--- src/rtl/odd_even_sort_unit_pkg.sv ---
// Shared definitions for the odd-even transposition sorter: default width,
// FSM encodings and the phase-counter width helper.
package odd_even_sort_unit_pkg;

    localparam int DEF_BIT_WIDTH = 8;

    localparam logic [1:0] ST_IDLE = 2'b00;
    localparam logic [1:0] ST_SORT = 2'b01;
    localparam logic [1:0] ST_DONE = 2'b10;

    // Wide enough to hold a phase count of num_elem itself.
    function automatic int phase_cnt_w(input int num_elem);
        return $clog2(num_elem + 1);
    endfunction

endpackage

--- src/rtl/odd_even_sort_unit_compare_exchange.sv ---
// One compare-exchange cell: lo is the value for the left slot, hi for the right.
// Equal inputs are never swapped, which keeps the sort stable.
module compare_exchange
    import odd_even_sort_unit_pkg::*;
#(
    parameter int BIT_WIDTH = DEF_BIT_WIDTH
) (
    input  logic [BIT_WIDTH-1:0] a,
    input  logic [BIT_WIDTH-1:0] b,
    input  logic                 descend,
    output logic [BIT_WIDTH-1:0] lo,
    output logic [BIT_WIDTH-1:0] hi,
    output logic                 swapped
);

    assign swapped = descend ? (a < b) : (a > b);
    assign lo      = swapped ? b : a;
    assign hi      = swapped ? a : b;

endmodule

--- src/rtl/odd_even_sort_unit.sv ---
// Odd-even transposition sorter with early exit, ready/valid/ack handshake
// and direct median output.
//
// state | meaning
// IDLE  | ready for start_i, last result held on out_data_o
// SORT  | one compare-exchange phase per cycle
// DONE  | valid_o high, result held until ack_i
module odd_even_sort_unit
    import odd_even_sort_unit_pkg::*;
#(
    parameter int BIT_WIDTH = DEF_BIT_WIDTH,
    parameter int NUM_ELEM  = 9
) (
    input  logic                              CLK,
    input  logic                              RST,
    input  logic                              start_i,
    input  logic                              descend_i,
    input  logic [NUM_ELEM*BIT_WIDTH-1:0]     in_data_i,
    output logic                              ready_o,
    output logic                              valid_o,
    input  logic                              ack_i,
    output logic [NUM_ELEM*BIT_WIDTH-1:0]     out_data_o,
    output logic [BIT_WIDTH-1:0]              median_o,
    output logic [phase_cnt_w(NUM_ELEM)-1:0]  phases_o
);

    localparam int PW = phase_cnt_w(NUM_ELEM);
    localparam int DW = NUM_ELEM * BIT_WIDTH;

    logic [1:0]           state;
    logic [DW-1:0]        data_q;
    logic                 desc_q;
    logic [PW-1:0]        phase_cnt;
    logic [PW-1:0]        phases_q;
    logic                 prev_swap;

    logic [BIT_WIDTH-1:0] cur    [NUM_ELEM];
    logic [BIT_WIDTH-1:0] ev_nxt [NUM_ELEM];
    logic [BIT_WIDTH-1:0] od_nxt [NUM_ELEM];
    logic [NUM_ELEM-1:0]  ev_sw;
    logic [NUM_ELEM-1:0]  od_sw;
    logic [DW-1:0]        phase_data;
    logic                 any_swap;
    logic                 sort_exit;

    // Even network pairs (0,1),(2,3)..; odd network pairs (1,2),(3,4)..
    for (genvar k = 0; k < NUM_ELEM; k++) begin : g_elem
        assign cur[k] = data_q[k*BIT_WIDTH +: BIT_WIDTH];

        if ((k % 2 == 0) && (k + 1 < NUM_ELEM)) begin : g_ev_pair
            compare_exchange #(.BIT_WIDTH(BIT_WIDTH)) u_cx (
                .a       (cur[k]),
                .b       (cur[k+1]),
                .descend (desc_q),
                .lo      (ev_nxt[k]),
                .hi      (ev_nxt[k+1]),
                .swapped (ev_sw[k])
            );
        end else if (k % 2 == 0) begin : g_ev_edge
            assign ev_nxt[k] = cur[k];
            assign ev_sw[k]  = 1'b0;
        end else begin : g_ev_right
            assign ev_sw[k]  = 1'b0;
        end

        if ((k % 2 == 1) && (k + 1 < NUM_ELEM)) begin : g_od_pair
            compare_exchange #(.BIT_WIDTH(BIT_WIDTH)) u_cx (
                .a       (cur[k]),
                .b       (cur[k+1]),
                .descend (desc_q),
                .lo      (od_nxt[k]),
                .hi      (od_nxt[k+1]),
                .swapped (od_sw[k])
            );
        end else if ((k == 0) || (k % 2 == 1)) begin : g_od_edge
            assign od_nxt[k] = cur[k];
            assign od_sw[k]  = 1'b0;
        end else begin : g_od_right
            assign od_sw[k]  = 1'b0;
        end
    end

    always_comb begin
        phase_data = '0;
        any_swap   = phase_cnt[0] ? (|od_sw) : (|ev_sw);
        for (int k = 0; k < NUM_ELEM; k++) begin
            phase_data[k*BIT_WIDTH +: BIT_WIDTH] = phase_cnt[0] ? od_nxt[k] : ev_nxt[k];
        end
    end

    // Two consecutive swap-free phases prove the data is sorted.
    assign sort_exit = (phase_cnt == PW'(NUM_ELEM - 1)) ||
                       ((phase_cnt != '0) && !any_swap && !prev_swap);

    always_ff @(posedge CLK) begin
        if (RST) begin
            state     <= ST_IDLE;
            data_q    <= '0;
            desc_q    <= 1'b0;
            phase_cnt <= '0;
            phases_q  <= '0;
            prev_swap <= 1'b0;
        end else begin
            case (state)
                ST_IDLE: begin
                    if (start_i) begin
                        data_q    <= in_data_i;
                        desc_q    <= descend_i;
                        phase_cnt <= '0;
                        prev_swap <= 1'b0;
                        state     <= ST_SORT;
                    end
                end
                ST_SORT: begin
                    data_q    <= phase_data;
                    prev_swap <= any_swap;
                    phase_cnt <= phase_cnt + 1'b1;
                    if (sort_exit) begin
                        phases_q <= phase_cnt + 1'b1;
                        state    <= ST_DONE;
                    end
                end
                ST_DONE: begin
                    if (ack_i) begin
                        state <= ST_IDLE;
                    end
                end
                default: state <= ST_IDLE;
            endcase
        end
    end

    assign ready_o    = (state == ST_IDLE);
    assign valid_o    = (state == ST_DONE);
    assign out_data_o = data_q;
    assign median_o   = data_q[(NUM_ELEM/2)*BIT_WIDTH +: BIT_WIDTH];
    assign phases_o   = phases_q;

endmodule

--- config.mk ---
export PLATFORM = sky130hd
export DESIGN_NAME = odd_even_sort_unit
export DESIGN_NICKNAME = d
export VERILOG_FILES = /design/src/rtl/odd_even_sort_unit_pkg.sv /design/src/rtl/odd_even_sort_unit_compare_exchange.sv /design/src/rtl/odd_even_sort_unit.sv
export SDC_FILE = /design/constraint.sdc
export NUM_CORES = 1
export LEC_CHECK = 0
export BUFFER_PORTS_ARGS = -buffer_cell sky130_fd_sc_hd__buf_2
export CORE_MARGIN = 2
export CORE_UTILIZATION = 45
export DETAILED_ROUTE_END_ITERATION = 6
export GPL_ROUTABILITY_DRIVEN = 0
export PLACE_DENSITY = 0.7
export RECOVER_POWER = 100
export SYNTH_ARGS = -nofsm -noshare
export SYNTH_HDL_FRONTEND = slang
export SYNTH_SLANG_ARGS = --single-unit
--- constraint.sdc ---
create_clock -name CLK -period 5.1 [get_ports CLK]
set_input_delay 0.255 -clock CLK [delete_from_list [all_inputs] [get_ports CLK]]
set_output_delay 0.255 -clock CLK [all_outputs]
set_load 0.005 [all_outputs]
==> implementation parameters <==
Parameter                              Value

Die
  Site Rows    43
  Starting density of the core    45.8%
  Vertical extent of the die    123 µm
  Placeable core region    13800 µm²
  Die area    15000 µm²
  Horizontal extent of the die    123 µm
  IO Count    163

Clocking
  CTS H-tree lvls    3
  Count of hold-fix buffers inserted at cts    0
  Later-pin clock latency in the skew report    0.35 ns
  CTS tree    done
  CTS Buffer Depth    2
  Buffer count from post-CTS setup fixing    0
  Clock slew at reported path FFs    0.06 ns
  Clock tree sinks    84
  Root Buffer    clkbuf_16
  Cts repair resizes    0
  Inserted Clock Buffers    9

Place
  Number of buffers added on ports    162
  DP Worst Slack    1.72 ns
  Placed Cells incl. Taps    1092
  Detail Placement HPWL    14000 µm

Finish
  Antenna diode instance count    0
  Total Nets Final    1066
  Sequential cell area    1680 µm²
  Fraction of final layout cells sized beyond drive strength 1    15.6%
  Area growth from synthesis to layout    16.5%
  Area taken by multi-input logic gates    4140 µm²
  Number of fill cells    1356
  Fin cells    1107

Worst setup path
  Worst path slowest cell    dfxtp_1
  Critical Path AT    4.30 ns
  Crit end category    register
  List of cells traversed by the critical path    and2_0 > o21ai_0 > a21oi_1 > nor2_1 > a311oi_1
  Critical setup path kind    register to register
  Max Fanout on Critical Path    42
  Sort of element at the start of the critical path    register
  Delay of the slowest cell on the worst path    1.92 ns
  Critical path data required time    5.35 ns

STA
  Hold Worst Slack    0.166 ns
  Crit share post-route    79.5%
  Worst setup slack after layout    1.05 ns
  Clock Skew    0.00512 ns
  Final Hold Fails    0
  Transition at the pin with the smallest max-transition slack    2.35 ns
  RSZ-0062 raised after global routing    no
  Final Max Slew Viols    85
  Slew margin rel.    -56.7%
  Setup TNS    0 ns
  Post-layout minimum cycle time    4.05 ns
  Number of failing setup endpoints in the final timing report    0
  Achievable clock frequency    247 MHz

Route
  Number of nets with antenna violations after detailed routing    0
  # DRC    0
  Vias post-DR    6136
  Final wirelength    19300 µm
  Average routed wire per standard cell    17.4 µm
  Vias per cell    5.54
  Detailed-router iteration count before antenna repair    5
  Initial drt markers    417

Run status
  Violations in the final reports    capacitance limit, slew limit
  Outcome    finished, violations left

Synthesis
  Netlist Area Pre-Place    6330 µm²
  Count of flip-flops with a built-in enable after synthesis    0
  Async set-reset flop share out of synthesis    0%
  Synthesized netlist cell count    796
  Cell type with the highest aggregate area in the netlist    dfxtp_1
  Yosys top cell area share    26.6%
  Count of yosys warnings during synthesis    0
  Number of distinct library cells after synthesis    57
  Number of flip-flops and latches in the synthesized netlist    84
  Post-Syn Area per Cell    7.96 µm²
  Area contributors post-synth    dfxtp_1, mux2i_1, ha_1, nand2_1, nor2_1
  Flip-flop cell with the highest count after synthesis    dfxtp_1
  Seq/Total Area, Yosys    26.6%
  Total nets after synthesis    939

GRT
  Largest net degree at the start of global routing    85
  Initial antenna violation count    0
  Overall fraction of global-route tracks in use    26.1%
  Global route total overflow    0
  Global-route wire length before repair    30700 µm
  Via count of the first global-routing pass    5908

Run
  Max-cap violation count    2

Power and ir drop
  Leak pwr    3.26 nW
  Largest vdd supply drop    171 µV
  Pwr dens    357 nW/µm²

Hold path
  Kind of path behind the tightest hold check    input pin to register
-- routing by layer --
metal  share of wire [%]  vias up  track usage [%]
met5                   0        -                0
met4                 1.6        0             8.33
met3                 6.0       20             3.86
met2                  45      202             41.5
met1                  47     2865             36.4
li1                    -     3049                -
-- logic make-up after synthesis --
family	count (synthesis)	synth area share (%)
xor gates and xnor gates	2	0.277
AOI/OAI and AO/OA	175	18.7
muxes	105	16.6
DFF	84	26.6
and+or+nand+nor	241	16.7
buffers and inverters	123	8.10
adders and majority gates	66	13.0
-- worst max-delay path: cells and delay by family, from the launching register on --
family / cells / cell delay, ns
flip-flops: 1 / 1.92
AO/OA/AOI/OAI: 3 / 1.49
AND/OR/NAND/NOR: 2 / 0.54
-- cells in the mapped netlist (all sizes together), types with 4 or more instances --
master	count
o211ai	6
a31oi	4
a311oi	19
a21o	7
nand2	100
ha	66
nor3	5
nand3	13
nor2b	9
o21ai	60
nand4	15
a211o	10
nor2	84
inv	69
dfxtp	84
mux2i	105
a21oi	44
buf	26
clkbuf	27
-- power by group --
| part | leakage, nW | switching [W] | total, W | internal, W |
|---|---|---|---|---|
| Clock | 0.135 | 0.000260 | 0.000612 | 0.000353 |
| Sequential | 0.691 | 0.000182 | 0.000923 | 0.000742 |
| Combinational | 2.43 | 0.000606 | 0.00109 | 0.000489 |
-- final timing paths --
kind | start | endpoint | slack [ns] | cells after the start
max | phase_cnt[0] | out_data_o[67] | 1.05 | 5
min | in_data_i[68] | out_data_o[68] | 0.17 | 3
max reg2reg | phase_cnt[0] | out_data_o[67] | 1.05 | 5
min reg2reg | phases_o[0] | phases_o[0] | 0.51 | 2
-- sequential cells by signal (all words and copies together) (netlist names) --
signal and flops:
desc_q 1, prev_swap 1, state 2, phase_cnt 4
phases_o 4, out_data_o 72
-- cell usage in the layout (no fill, tap or decap), types with 7 or more instances in the layout --
master,instances
a21oi_1,41
clkbuf_16,9
nor2_1,84
mux2i_1,105
buf_2,113
o21ai_0,55
nand4_1,15
ha_1,66
a311oi_1,18
dfxtp_1,84
nand3_1,13
inv_1,69
a21o_1,7
clkbuf_1,50
nor2b_1,8
a211o_1,10
nand2_1,100
-- metrics by stage --
| step | instance area (µm²) | utilization, % | power [W] |
|---|---|---|---|
| after floorplan | 6330 | - | 0.00167 |
| after global placement | 7190 | 52.0 | 0.00201 |
| after detailed placement | 7190 | 52.0 | 0.00202 |
| after CTS | 7460 | 53.9 | 0.00264 |
| after global routing | 7380 | 53.3 | 0.00281 |
| final | 7380 | 53.3 | 0.00263 |
-- cell type report --
type                            instances  share of cell area, %
Clock buffer                           13                   3.53
Multi-Input combinational cell        589                   56.1
Tap cell                              180                   3.05
Clock inverter                          2                  0.136
Timing Repair Buffer                  169                   10.8
Inverter                               70                   3.56
Sequential cell                        84                   22.8
Power figures use the tool's default switching activity.
